File: src/rtl/mc_ctrl.sv
// Multi-cycle control FSM for the MIPS-subset CPU: decodes the instruction register
// and sequences FETCH/DCD/EXE/MEM/WB, driving every datapath enable and select.
module mc_ctrl #(
    parameter int W_STATE = 3,
    parameter int RA_IDX  = 31
) (
    input  logic               clk,
    input  logic               reset,
    input  logic [31:0]        ins,
    input  logic               zero,
    input  logic               mem_rdy,
    output logic               PCWr,
    output logic [1:0]         NPCOp,
    output logic               IRWr,
    output logic               RegWrite,
    output logic [1:0]         RegDst,
    output logic [1:0]         WbSel,
    output logic               ALUSrc,
    output logic [2:0]         ALUOp,
    output logic [1:0]         ExtOp,
    output logic               OvfChk,
    output logic               MemWr,
    output logic [W_STATE-1:0] state
);

    // jal always targets $31 through RegDst=2; no other link register is wired.
    if (RA_IDX != 31) begin : g_ra_idx_unsupported
        $error("mc_ctrl: only RA_IDX=31 is supported");
    end

    typedef enum logic [W_STATE-1:0] {
        FETCH = 'd0,
        DCD   = 'd1,
        EXE   = 'd2,
        MEM   = 'd3,
        WB    = 'd4
    } state_t;

    state_t state_q, state_d;

    logic [5:0] op, funct;
    logic       unused_ins;
    assign op         = ins[31:26];
    assign funct      = ins[5:0];
    assign unused_ins = ^ins[25:6];

    logic is_addu, is_subu, is_add, is_slt, is_r;
    logic is_ori, is_lui, is_lw, is_sw, is_beq, is_j, is_jal;

    assign is_addu = (op == 6'b000000) && (funct == 6'b100001);
    assign is_subu = (op == 6'b000000) && (funct == 6'b100011);
    assign is_add  = (op == 6'b000000) && (funct == 6'b100000);
    assign is_slt  = (op == 6'b000000) && (funct == 6'b101010);
    assign is_r    = is_addu | is_subu | is_add | is_slt;
    assign is_ori  = (op == 6'b001101);
    assign is_lui  = (op == 6'b001111);
    assign is_lw   = (op == 6'b100011);
    assign is_sw   = (op == 6'b101011);
    assign is_beq  = (op == 6'b000100);
    assign is_j    = (op == 6'b000010);
    assign is_jal  = (op == 6'b000011);

    always_ff @(posedge clk) begin
        if (reset) state_q <= FETCH;
        else       state_q <= state_d;
    end

    assign state = state_q;

    always_comb begin
        state_d  = FETCH;
        PCWr     = 1'b0;
        NPCOp    = 2'd0;
        IRWr     = 1'b0;
        RegWrite = 1'b0;
        RegDst   = 2'd0;
        WbSel    = 2'd0;
        ALUSrc   = 1'b0;
        ALUOp    = 3'd0;
        ExtOp    = 2'd0;
        OvfChk   = 1'b0;
        MemWr    = 1'b0;

        case (state_q)
            FETCH: begin
                PCWr    = 1'b1;
                IRWr    = 1'b1;
                state_d = DCD;
            end
            DCD: begin
                if (is_r | is_ori | is_lui | is_lw | is_sw | is_beq) state_d = EXE;
                else if (is_jal)                                      state_d = WB;
                if (is_j) begin
                    PCWr  = 1'b1;
                    NPCOp = 2'd2;
                end
            end
            EXE: begin
                if (is_r) begin
                    ALUOp   = is_subu ? 3'd1 : (is_slt ? 3'd3 : 3'd0);
                    OvfChk  = is_add;
                    state_d = WB;
                end else if (is_ori | is_lui) begin
                    ALUSrc  = 1'b1;
                    ALUOp   = is_lui ? 3'd4 : 3'd2;
                    state_d = WB;
                end else if (is_lw | is_sw) begin
                    ALUSrc  = 1'b1;
                    ExtOp   = 2'd1;
                    state_d = MEM;
                end else if (is_beq) begin
                    ALUOp = 3'd1;
                    ExtOp = 2'd1;
                    NPCOp = 2'd1;
                    PCWr  = zero;
                end
            end
            MEM: begin
                // Address selects stay stable for the whole stall so memory sees a steady request.
                if (is_lw | is_sw) begin
                    ALUSrc = 1'b1;
                    ExtOp  = 2'd1;
                    MemWr  = is_sw;
                    if (!mem_rdy)   state_d = MEM;
                    else if (is_lw) state_d = WB;
                end
            end
            WB: begin
                if (is_r) begin
                    RegWrite = 1'b1;
                    RegDst   = 2'd1;
                    OvfChk   = is_add;
                end else if (is_ori | is_lui) begin
                    RegWrite = 1'b1;
                end else if (is_lw) begin
                    RegWrite = 1'b1;
                    WbSel    = 2'd1;
                end else if (is_jal) begin
                    RegWrite = 1'b1;
                    RegDst   = 2'd2;
                    WbSel    = 2'd2;
                    PCWr     = 1'b1;
                    NPCOp    = 2'd2;
                end
            end
            default: state_d = FETCH;
        endcase

        // Reset wins over everything: nothing may be written while it is held.
        if (reset) begin
            PCWr     = 1'b0;
            NPCOp    = 2'd0;
            IRWr     = 1'b0;
            RegWrite = 1'b0;
            RegDst   = 2'd0;
            WbSel    = 2'd0;
            ALUSrc   = 1'b0;
            ALUOp    = 3'd0;
            ExtOp    = 2'd0;
            OvfChk   = 1'b0;
            MemWr    = 1'b0;
        end
    end

endmodule

File: config.mk
export PLATFORM = sky130hd
export DESIGN_NAME = mc_ctrl
export DESIGN_NICKNAME = d
export VERILOG_FILES = /design/src/rtl/mc_ctrl.sv
export SDC_FILE = /design/constraint.sdc
export NUM_CORES = 1
export LEC_CHECK = 0
export CAP_MARGIN = 20
export CORE_MARGIN = 2
export CORE_UTILIZATION = 28
export CTS_BUF_LIST = sky130_fd_sc_hd__clkbuf_8
export CTS_CLUSTER_SIZE = 24
export DETAILED_ROUTE_END_ITERATION = 6
export PLACE_DENSITY = 0.82
export SETUP_SLACK_MARGIN = 0.05
export SYNTH_ARGS = -nofsm -noshare
export SYNTH_HDL_FRONTEND = slang
export SYNTH_SLANG_ARGS = --single-unit
File: constraint.sdc
create_clock -name clk -period 2.3 [get_ports clk]
set_clock_uncertainty 0.15 [all_clocks]
set_input_delay 0.575 -clock clk [delete_from_list [all_inputs] [get_ports clk]]
set_output_delay 0.575 -clock clk [all_outputs]
set_load 0.05 [all_outputs]
==> flow_summary.json, run 1 <==
{
  "status": "did not finish",
  "haltStage": "5_1_grt",
  "error": "[ERROR DPL-0033] detailed placement checks failed during check placement.",
  "synth_cells": 76,
  "die_width_um": 46.5,
  "worstEndpointGrtRepair": "ALUOp[1]",
  "worst_path_end_type": "output port",
  "syn_nets": 112,
  "synth-seq-cells": 3,
  "syn_avg_cell_area_um2": 6.65,
  "synthDistinctLibCells": 32,
  "io_buffer_count": 34,
  "synth_warnings": 0,
  "synth_top_flop_cell": "dfxtp_1",
  "ys_top_cells_by_area": "dfxtp_1 12%, nor3_1 6.9%, nand2_1 5.2%, a21oi_1 5.0%, nand3_1 5.0%",
  "initial_utilization_pct": 29.6,
  "dieHeight_um": 46.5,
  "cts-root-buf": "clkbuf_8",
  "grt_max_degree": 13,
  "dp.final_hpwl_um": 1990,
  "syn_area_um2": 505,
  "synth_top_area_share_pct": 11.9,
  "antenna_found_initial": 0,
  "synth_edf_count": 0,
  "ios": 56,
  "pre_cts_slack_ns": -0.766,
  "ys_top_cells_by_count": "7 x nand2_1, 7 x nor3_1",
  "cts.path.max_buffers": 2,
  "synth_top_area_cell": "dfxtp_1",
  "gp_congestion": 0.772,
  "async_flop_share_pct": 0,
  "htreeDepth": 1,
  "numCtsBuffers": 3,
  "hold_buffers": 0,
  "placementRows": 15,
  "ys_seq_area_share_pct": 11.9,
  "clock_sinks": 3
}
through the flow:
step,std cells,utilization [%],instance area (µm²)
2_1_floorplan,76,-,748
3_3_place_gp,152,82.2,1400
3_5_place_dp,152,82.2,1400
4_1_cts,161,93.6,1600
cell families after synthesis:
logic type             Yosys count  share of synthesized area [%]
AO/OA/AOI/OAI                   17                           22.3
XOR/XNOR                         3                           5.20
buffers and inverters           11                           9.90
flip-flops                       3                           11.9
other                            1                          0.742
AND/OR/NAND/NOR                 41                           50.0
what timing repair did:
action | 4_1_cts
resized for setup | 70
setup endpoints to repair | 18
pin swaps | 20
hold endpoints to repair | 0
buffers inserted | 5
==> inputs of run 2 (changes only) <==
- CORE_AREA: default -> 2 2 63 65
- CORE_MARGIN: 2 -> default
- CORE_UTILIZATION: 28 -> default
- CTS_BUF_LIST: sky130_fd_sc_hd__clkbuf_8 -> default
- CTS_CLUSTER_SIZE: 24 -> default
- DIE_AREA: default -> 0 0 65 67
- PLACE_DENSITY: 0.82 -> default
- PLACE_DENSITY_LB_ADDON: default -> 0.15
- SETUP_SLACK_MARGIN: 0.05 -> default
==> flow_summary.json, run 2 <==
{
  "status": "complete, but fails checks",
  "violations": "negative setup slack",
  "hold_ws_ns": 0.483,
  "maxCapViolations": 0,
  "hold_depth": 2,
  "final_cell_mix": "27 x buf_4, 19 x buf_12, 10 x buf_6",
  "grt_pass1_vias": 844,
  "reg2reg_setup_slack_ns": 1.00,
  "design_area_mm2": 0.00173,
  "crit_type": "input port to primary output",
  "pre_cts_slack_ns": -0.774,
  "busiest_layer": "met2",
  "avgViaCountPerCell": 4.32,
  "cts-root-buf": "clkbuf_8",
  "numCtsBuffers": 3,
  "crit_required_ns": 1.57,
  "rr_worst_depth": 5,
  "cp_num_cells": 5,
  "max_freq_mhz": 368,
  "postPlaceCellArea_mm2": 0.00145,
  "remaining_drc_errors": 0,
  "ys_seq_area_share_pct": 11.9,
  "ys_top_cells_by_area": "dfxtp_1 12%, nor3_1 6.9%, nand2_1 5.2%, a21oi_1 5.0%, nand3_1 5.0%",
  "hold_path_class": "register to register",
  "core_mm2": 0.00361,
  "grtUsageTotal_pct": 11.7,
  "vias": 825,
  "r2r-end": "state[1]",
  "syn_area_um2": 505,
  "period_share_pct": 118,
  "cts_tree": "yes",
  "die_area_mm2": 0.00436,
  "grtUsageMet1_pct": 12.9,
  "synth_top_area_share_pct": 11.9,
  "post_drt_wl_per_cell_um": 12.1,
  "antenna_found_initial": 0,
  "rsz0062_at_grt": "true",
  "areaGrowthSynthToFinish_pct": 242,
  "p_total_mw": 0.390,
  "dieHeight_um": 67,
  "synth_warnings": 0,
  "maxSlewViolCount": 0,
  "synth_top_area_cell": "dfxtp_1",
  "synth_top_flop_cell": "dfxtp_1",
  "cp_top_family": "simple AND/OR/NAND/NOR gates",
  "nFillCells": 351,
  "clock_sinks": 3,
  "first_pass_iters": 4,
  "ff_latch_area_um2": 68.8,
  "ant_nets": 0,
  "swShare_pct": 32.3,
  "synth-seq-cells": 3,
  "setup_slack_ns": -0.421,
  "htreeDepth": 1,
  "p_int_mw": 0.264,
  "tns_ns": -2.64,
  "crit_arrival_ns": 2.00,
  "setup_viol": 13,
  "synth_cells": 76,
  "multi_input_area_um2": 706,
  "use_met3_pct": 3.04,
  "die_width_um": 65,
  "min_period_ns": 2.72,
  "switching_power_mw": 0.126,
  "max_stage_delay_ns": 0.55,
  "gp_congestion": 0.773,
  "cp-start-kind": "input port",
  "final_nets": 180,
  "grt_first_pass_wirelength_um": 3840,
  "io_buffer_count": 34,
  "diodes": 0,
  "detail_route.iter0.violations": 24,
  "syn_nets": 112,
  "p_clk_share_pct": 39.3,
  "routed_wl_um": 2310,
  "initial_utilization_pct": 14.0,
  "critPathCaptureType": "primary output",
  "cp_num_buf_inv": 2,
  "worstHoldStart": "state[1]",
  "synthDistinctLibCells": 32,
  "ios": 56,
  "crit_path_max_fanout": 4,
  "irDropWorstVdd_v": 0.000118,
  "hold_viol": 0,
  "crit_slowest_cell": "or4b_4",
  "async_flop_share_pct": 0,
  "syn_avg_cell_area_um2": 6.65,
  "gr-total-overflow": 0,
  "ys_top_cells_by_count": "7 x nand2_1, 7 x nor3_1",
  "powerDensity_mw_per_mm2": 226,
  "path_cells": "buf_6 > or4b_4 > nor3b_4 > nor4b_4 > buf_12",
  "largest_reg_flops": 3,
  "utilization_pct": 48.0,
  "reg2reg_from": "state[2]",
  "drive_above_1_share_pct": 75.5,
  "power_leakage_nw": 0.680,
  "synth_edf_count": 0,
  "power_frac_seq_pct": 14.3,
  "combPwrFrac_pct": 46.4,
  "hold_buffers": 0,
  "setup.worst_path.start": "ins[26]",
  "grt_max_degree": 13,
  "dp.final_hpwl_um": 1900,
  "place_inst": 179,
  "fin_cells": 191,
  "cts.clk_slew.worst_paths_ns": 0.03,
  "placementRows": 22,
  "grt_use_met2_pct": 21.8,
  "cts.path.max_buffers": 2,
  "clock_latency_ns": 0.22,
  "final_common_cell": "buf_4",
  "timing.hold.worst_endpoint": "state[0]"
}
[run 2: cell counts after synthesis]
No cell type changed its count.
[run 2: power by group through the flow]
stage | sequential, mW | combinational, mW | clock, mW
3_3_place_gp | 0.0567 | 0.148 | 0
5_1_grt | 0.0562 | 0.192 | 0.162
2_1_floorplan | 0.0612 | 0.0581 | 0
4_1_cts | 0.0561 | 0.176 | 0.157
6_report | 0.0559 | 0.181 | 0.153
3_5_place_dp | 0.0566 | 0.149 | 0
[run 2: logic make-up after synthesis]
| logic type | count (synthesis) | synth area share (%) |
|---|---|---|
| other | 1 | 0.742 |
| and+or+nand+nor | 41 | 50.0 |
| AOI/OAI and AO/OA | 17 | 22.3 |
| buffers and inverters | 11 | 9.90 |
| DFF | 3 | 11.9 |
| xor gates and xnor gates | 3 | 5.20 |
[run 2: worst reg2reg max path: cells and delay by family, from the launching register on]
family          cells  cell delay (ns)
flops               1             0.32
compound gates      2             0.32
buf+inv             2             0.30
simple gates        1             0.13
[run 2: final cells by class]
cell class,instances,area share (%)
Clock buffer,4,2.60
Multi-Input combinational cell,62,40.8
Sequential cell,3,3.98
Inverter,5,1.08
Tap cell,48,3.47
Timing Repair Buffer,69,48.1
[run 2: routing by layer]
metal  vias up  wire length [µm]
met5         -                 0
met3         0               156
li1        418                 -
met1       382               922
met2        25              1230
met4         0                 0
[run 2: how the worst max path moves through the flow]
stage	endpoint	slack [ns]
floorplan	OvfChk	-0.43
global placement	ALUOp[1]	-0.76
detailed placement	ALUOp[1]	-0.77
CTS	OvfChk	-0.45
global route	OvfChk	-0.48
finish	OvfChk	-0.42
[run 2: what timing repair did]
item / in CTS / in global routing
setup endpoints to repair: 16 / 15
buffers inserted: 5 / 3
gates resized for setup: 75 / 7
pin swaps: 23 / 14
Power figures use the tool's default switching activity.
==> RTL edit 1 (flow settings as in run 2) <==
Make the reset (`reset`) asynchronous in one clocked block.
--- a/src/rtl/mc_ctrl.sv
+++ b/src/rtl/mc_ctrl.sv
@@ -62,3 +62,3 @@
 
-    always_ff @(posedge clk) begin
+    always_ff @(posedge clk or posedge reset) begin
         if (reset) state_q <= FETCH;
Function: differs if reset is asserted again (counterexample within 4 cycles, from zero or initial values and one cycle with reset high); with reset held inactive, the same outputs for 10 cycles.
==> RTL edit 1 against run 2 <==
The run still ends with negative setup slack left. Largest cell class unchanged. Die area unchanged. Routed wire length grew 8.7%. Synthesized area shrank 1.5%. Setup slack worse by 0.058 ns. Cell area decreased by 1.4%. Global-route usage grew 0.98 points. Sequential cell count unchanged. Highest routed layer is now met4. Non-clock buffer count grew 7. Core utilization fell by 0.66 points.
Power is not compared: it rests on default switching activity, and its combinational part moved more than twofold at a synthesized area within 25%.
==> RTL edit 1: results (changes against run 2) <==
The HPWL reported at the end of detailed placement is 1970 um (+3.8%). The first-pass GRT wire length was 4170 um (+8.6%). The proportion of layout cells with a drive suffix above 1 came out at 79.7% (+4.2 points). The number of unique standard cell types used by synthesis came out at 36 (+13%). The share of flip-flops with an asynchronous set or reset after synthesis came out at 100% (+100 points). The number of global-route vias before repair is 881 (+4.4%). The commonest cells after synthesis are nand3_1 (7), nand2_1 (6), nor2_1 (6), nor3_1 (6), a21oi_1 (4).

Yosys attributes the largest share of cell area to dfrtp_1 (15%), nand3_1 (7.0%), nor3_1 (6.0%). The total of fill cells in the finished design is 344 (-2.0%). The number of buffers created by CTS came out at 3 (unchanged).

The highest metal layer with signal wires is met4. The final reports fail on negative setup slack. The delay of the slowest cell on the worst path is 0.51 ns (-0.04 ns). The cell family contributing the most delay on the critical path is simple AND/OR/NAND/NOR gates. The met3 routed wirelength was 74 um (-53%).

The number of H-tree levels is 1 (unchanged). The average wire per standard cell came out at 13.1 um (+8.7%). The routed wire length on met2 is 1320 um (+7.2%).

The sequential element share of the synthesized area came to 15.1% (+3.2 points). The setup slack of the most critical reg-to-reg path came to 0.74 ns (-0.26 ns). The synthesized-area fraction occupied by ao, oa, aoi and oai cells is 21.9% (-0.42 points). The endpoint arrival time on the critical path is 2.05 ns (+0.05 ns). The global-route total usage across every layer is 12.7% (+0.98 points). The number of standard cells after synthesis is 69 (-9.2%). The worst hold-check slack came to 0.292 ns (-0.191 ns). The worst voltage drop across the vdd grid is about 0.00014 V. The total setup violations reported at the end of the flow is 15 (+2). The number of DRC markers after the initial detailed-route iteration came out at 33 (+38%). The post-synth net total is 105 (-6.3%). The initial antenna violation count came out at 0 (unchanged).

The master of the slowest instance on the critical path is or4b_4. The met3 routing resource usage after global routing is 1.69% (-1.4 points). The final RePlAce weighted congestion came to 0.732 (-5.4%). The pin count of the biggest net entering global routing came to 13 (unchanged). The fraction of synthesized cell area in xor and xnor cells is 3.52% (-1.7 points).

The number of vias per cell is 4.35 (+0.73%). The total inserted antenna cells came out at 0 (unchanged). The largest fanout on the critical path is 3 (-1). The mux cell area share after synthesis came to 0% (unchanged). The worst setup margin came out at -0.479 ns (-0.0579 ns). The flow ran to the end, but the final reports show violations. The worst hold path belongs to the class in -> async.

The count of warnings emitted by yosys is 0 (unchanged). The routed metal-1 wirelength was 1090 um (+18%). The leakage power total is slightly below 0.7 nW.

The cell count after placement is 176 (-1.7%). The fraction of met2 tracks used by global routing came out at 22.4% (+0.64 points). The global routing usage on met1 came out at 15.5% (+2.6 points). The total number of vias is 831 (+0.73%).
## RTL edit 1: layout make-up
cell class / count / area share [%]
clock buffers: 4 / 2.64
inverters: 2 / 0.587
multi-input cells: 58 / 39.4
flip-flops and latches: 3 / 4.62
well taps: 48 / 3.52
repair buffers: 76 / 49.2
## RTL edit 1: path summary, 6_finish.rpt
check	cells after the start	from	to
max	6	ins[29]	ExtOp[0]
min reg2reg	2	state[2]	state[2]
min in group clk	2	state[2]	state[2]
max in group asynchronous	4	reset	state[2]
min	4	reset	state[0]
max reg2reg	4	state[1]	state[2]
## RTL edit 1: timing repair
action	in CTS	in global routing
buffers inserted	7	4
resized for setup	65	6
pin swaps	23	15
setup endpoints to repair	18	15
## RTL edit 1: cells by family after synthesis
kind of cell | count (synthesis)
xor+xnor | 2
compound gates | 15
simple gates | 40
other cells | 1
buf+inv | 8
flops | 3
## RTL edit 1: per-stage QoR
| step | setup WS, ns | util [%] | power [mW] | setup TNS, ns | cell area (sq um) |
|---|---|---|---|---|---|
| after global placement | -0.833 | 40.6 | 0.506 | -10.78 | 1460 |
| after detailed placement | -0.867 | 40.6 | 0.509 | -10.92 | 1460 |
| after CTS | -0.526 | 45.7 | 0.716 | -4.18 | 1650 |
| after floorplan | -0.522 | - | 0.355 | -3.20 | 743 |
| after global routing | -0.517 | 47.3 | 0.761 | -4.85 | 1710 |
| final | -0.479 | 47.3 | 0.719 | -4.14 | 1710 |
## RTL edit 1: power by group
part | leakage (nW) | total (mW) | switching, mW | internal (mW)
registers | 0.0352 | 0.0825 | 0.0161 | 0.0664
logic | 0.630 | 0.482 | 0.252 | 0.230
clock network | 0.0228 | 0.155 | 0.0364 | 0.118
total | 0.688 | 0.719 | 0.305 | 0.415
==> RTL edit 2 (flow settings as in run 2) <==
Without the edit above. Change the parameter `W_STATE` from 3 to 5.
--- a/src/rtl/mc_ctrl.sv
+++ b/src/rtl/mc_ctrl.sv
@@ -3,3 +3,3 @@
 module mc_ctrl #(
-    parameter int W_STATE = 3,
+    parameter int W_STATE = 5,
     parameter int RA_IDX  = 31
Interface: changed (resized state); port bits go from 56 to 58. The function was not compared with the original's and may differ.
==> RTL edit 2 against run 2 <==
The run still ends with negative setup slack left. Synthesized cell count is 2.6% higher. Global-route usage is 1.2 points higher. Power is 4.1% higher. Synthesized area is 3.0% higher. Via count is 3.2% higher. Cell area is 1.4% higher. Sequential power is 3% lower. Non-clock buffer count is 4 higher. Setup slack better by 0.0097 ns. First-iteration DRC count is 13% lower. Routed wire length is 13% higher. Sequential cell count stayed put.
==> RTL edit 2: results (changes against run 2) <==
The endpoint arrival time on the critical path is 1.99 ns. The sequential element share of the synthesized area is 11.5% (-0.34 points). The setup slack of the most critical reg-to-reg path was 0.94 ns (-0.06 ns).

The net count of the finished layout is 186 (+3.3%). The worst setup margin is -0.411 ns (+0.00975 ns). The start point of the worst hold path is state[1].

The delay of the slowest cell on the worst path is 0.55 ns (about the same). The setup TNS came out at -2.92 ns (-0.285 ns). The leakage power total is 0.705 nW (+3.7%). The total setup violations reported at the end of the flow was 13 (unchanged). The fraction of synthesized cell area in xor and xnor cells is 5.05% (-0.15 points). The total number of vias came to 851 (+3.2%).

The worst voltage drop across the vdd grid is 0.000148 V (+26%). The fraction of power spent switching nets is 35.0% (+2.7 points). The final RePlAce weighted congestion is 0.772 (-0.10%). The number of global-route vias before repair is 898 (+6.4%). For this run, the leading register cell type out of synthesis is dfxtp_1. The post-detailed-routing wire length is 2600 um (+13%). The number of DRC markers after the initial detailed-route iteration came out at 21 (-13%).

The number of buffers created by CTS is 3 (unchanged). The proportion of layout cells with a drive suffix above 1 is 76.5% (+0.99 points). After synthesis, the cell types taking the most area are dfxtp_1 (12%), nor3_1 (6.7%), buf_4 (5.8%).

The run finished, with violations left. The final reports fail on negative setup slack. The first-pass GRT wire length was 4160 um (+8.2%). The share of flip-flops with an asynchronous set or reset after synthesis came out at 0% (unchanged). The post-layout utilization of the core came out at 48.7% (+0.69 points). The synthesized-area fraction occupied by ao, oa, aoi and oai cells is 21.6% (-0.64 points). The post-placement setup slack is -0.795 ns (-0.0215 ns). The HPWL reported at the end of detailed placement came out at 1950 um (+3.0%). The startpoint identified for the worst register-to-register timing path is state[2].

The share of synthesized cell area in full adder, half adder and majority cells came out at 0% (unchanged). In the synthesized netlist, the cells that appear most often are nand2_1 (7), nor3_1 (7). The global-route total usage across every layer is 12.9% (+1.2 points).

The worst hold path depth is 2 (unchanged). The pin count of the biggest net entering global routing was 14 (+1).
[RTL edit 2: worst max-delay path by stage]
stage,from,end,slack [ns],cells after the start
detailed placement,ins[27],ALUOp[1],-0.80,6
global route,ins[4],ALUOp[0],-0.47,6
CTS,ins[4],OvfChk,-0.45,5
global placement,ins[27],ALUOp[1],-0.78,6
finish,ins[4],OvfChk,-0.41,5
floorplan,ins[27],OvfChk,-0.43,3
[RTL edit 2: layout make-up]
class,instances,area [sq um]
repair buffers,73,847
well taps,48,60.1
fillers,357,1850
flip-flops and latches,3,68.8
clock buffers,4,45.0
inverters,5,18.8
multi-input cells,64,716
[RTL edit 2: kinds of logic after synthesis]
family,Yosys count
flops,3
buf+inv,13
xor+xnor,3
compound gates,17
other cells,1
simple gates,41
[RTL edit 2: power groups by stage]
stage | logic (mW) | clock network (mW) | registers (mW)
finish | 0.191 | 0.161 | 0.0542
global route | 0.202 | 0.165 | 0.0545
CTS | 0.186 | 0.163 | 0.0542
detailed placement | 0.158 | 0 | 0.0549
global placement | 0.158 | 0 | 0.0547
floorplan | 0.0678 | 0 | 0.0612
[RTL edit 2: worst min-delay path, delay by kind of cell (launching register included)]
family / cells / cell delay, ns
buffers and inverters: 1 / 0.21
AOI/OAI and AO/OA: 1 / 0.08
DFF: 1 / 0.31
[RTL edit 2: metrics by stage]
stage                     power [mW]  instances  hold WS [ns]  instance area [sq um]
after global routing           0.422        197         0.533                   1760
after detailed placement       0.213        183         0.474                   1480
final                          0.406        197         0.498                   1760
after floorplan                0.129         80         0.551                    753
after CTS                      0.403        195         0.480                   1710
after global placement         0.213        183         0.472                   1480
[RTL edit 2: metal layers]
layer  part of all wire, %  up-vias  GRT usage [%]
met5                     0        -              0
met4                   2.0        0           6.91
met2                    53       21           22.6
met1                    40      401           14.5
met3                   4.9        5           3.04
li1                      -      424              -
[RTL edit 2: timing repair]
item / 4_1_cts / 5_1_grt
pin swaps: 17 / 8
endpoints found under the setup margin: 17 / 15
buffers inserted: 8 / 2
resized for setup: 71 / 7
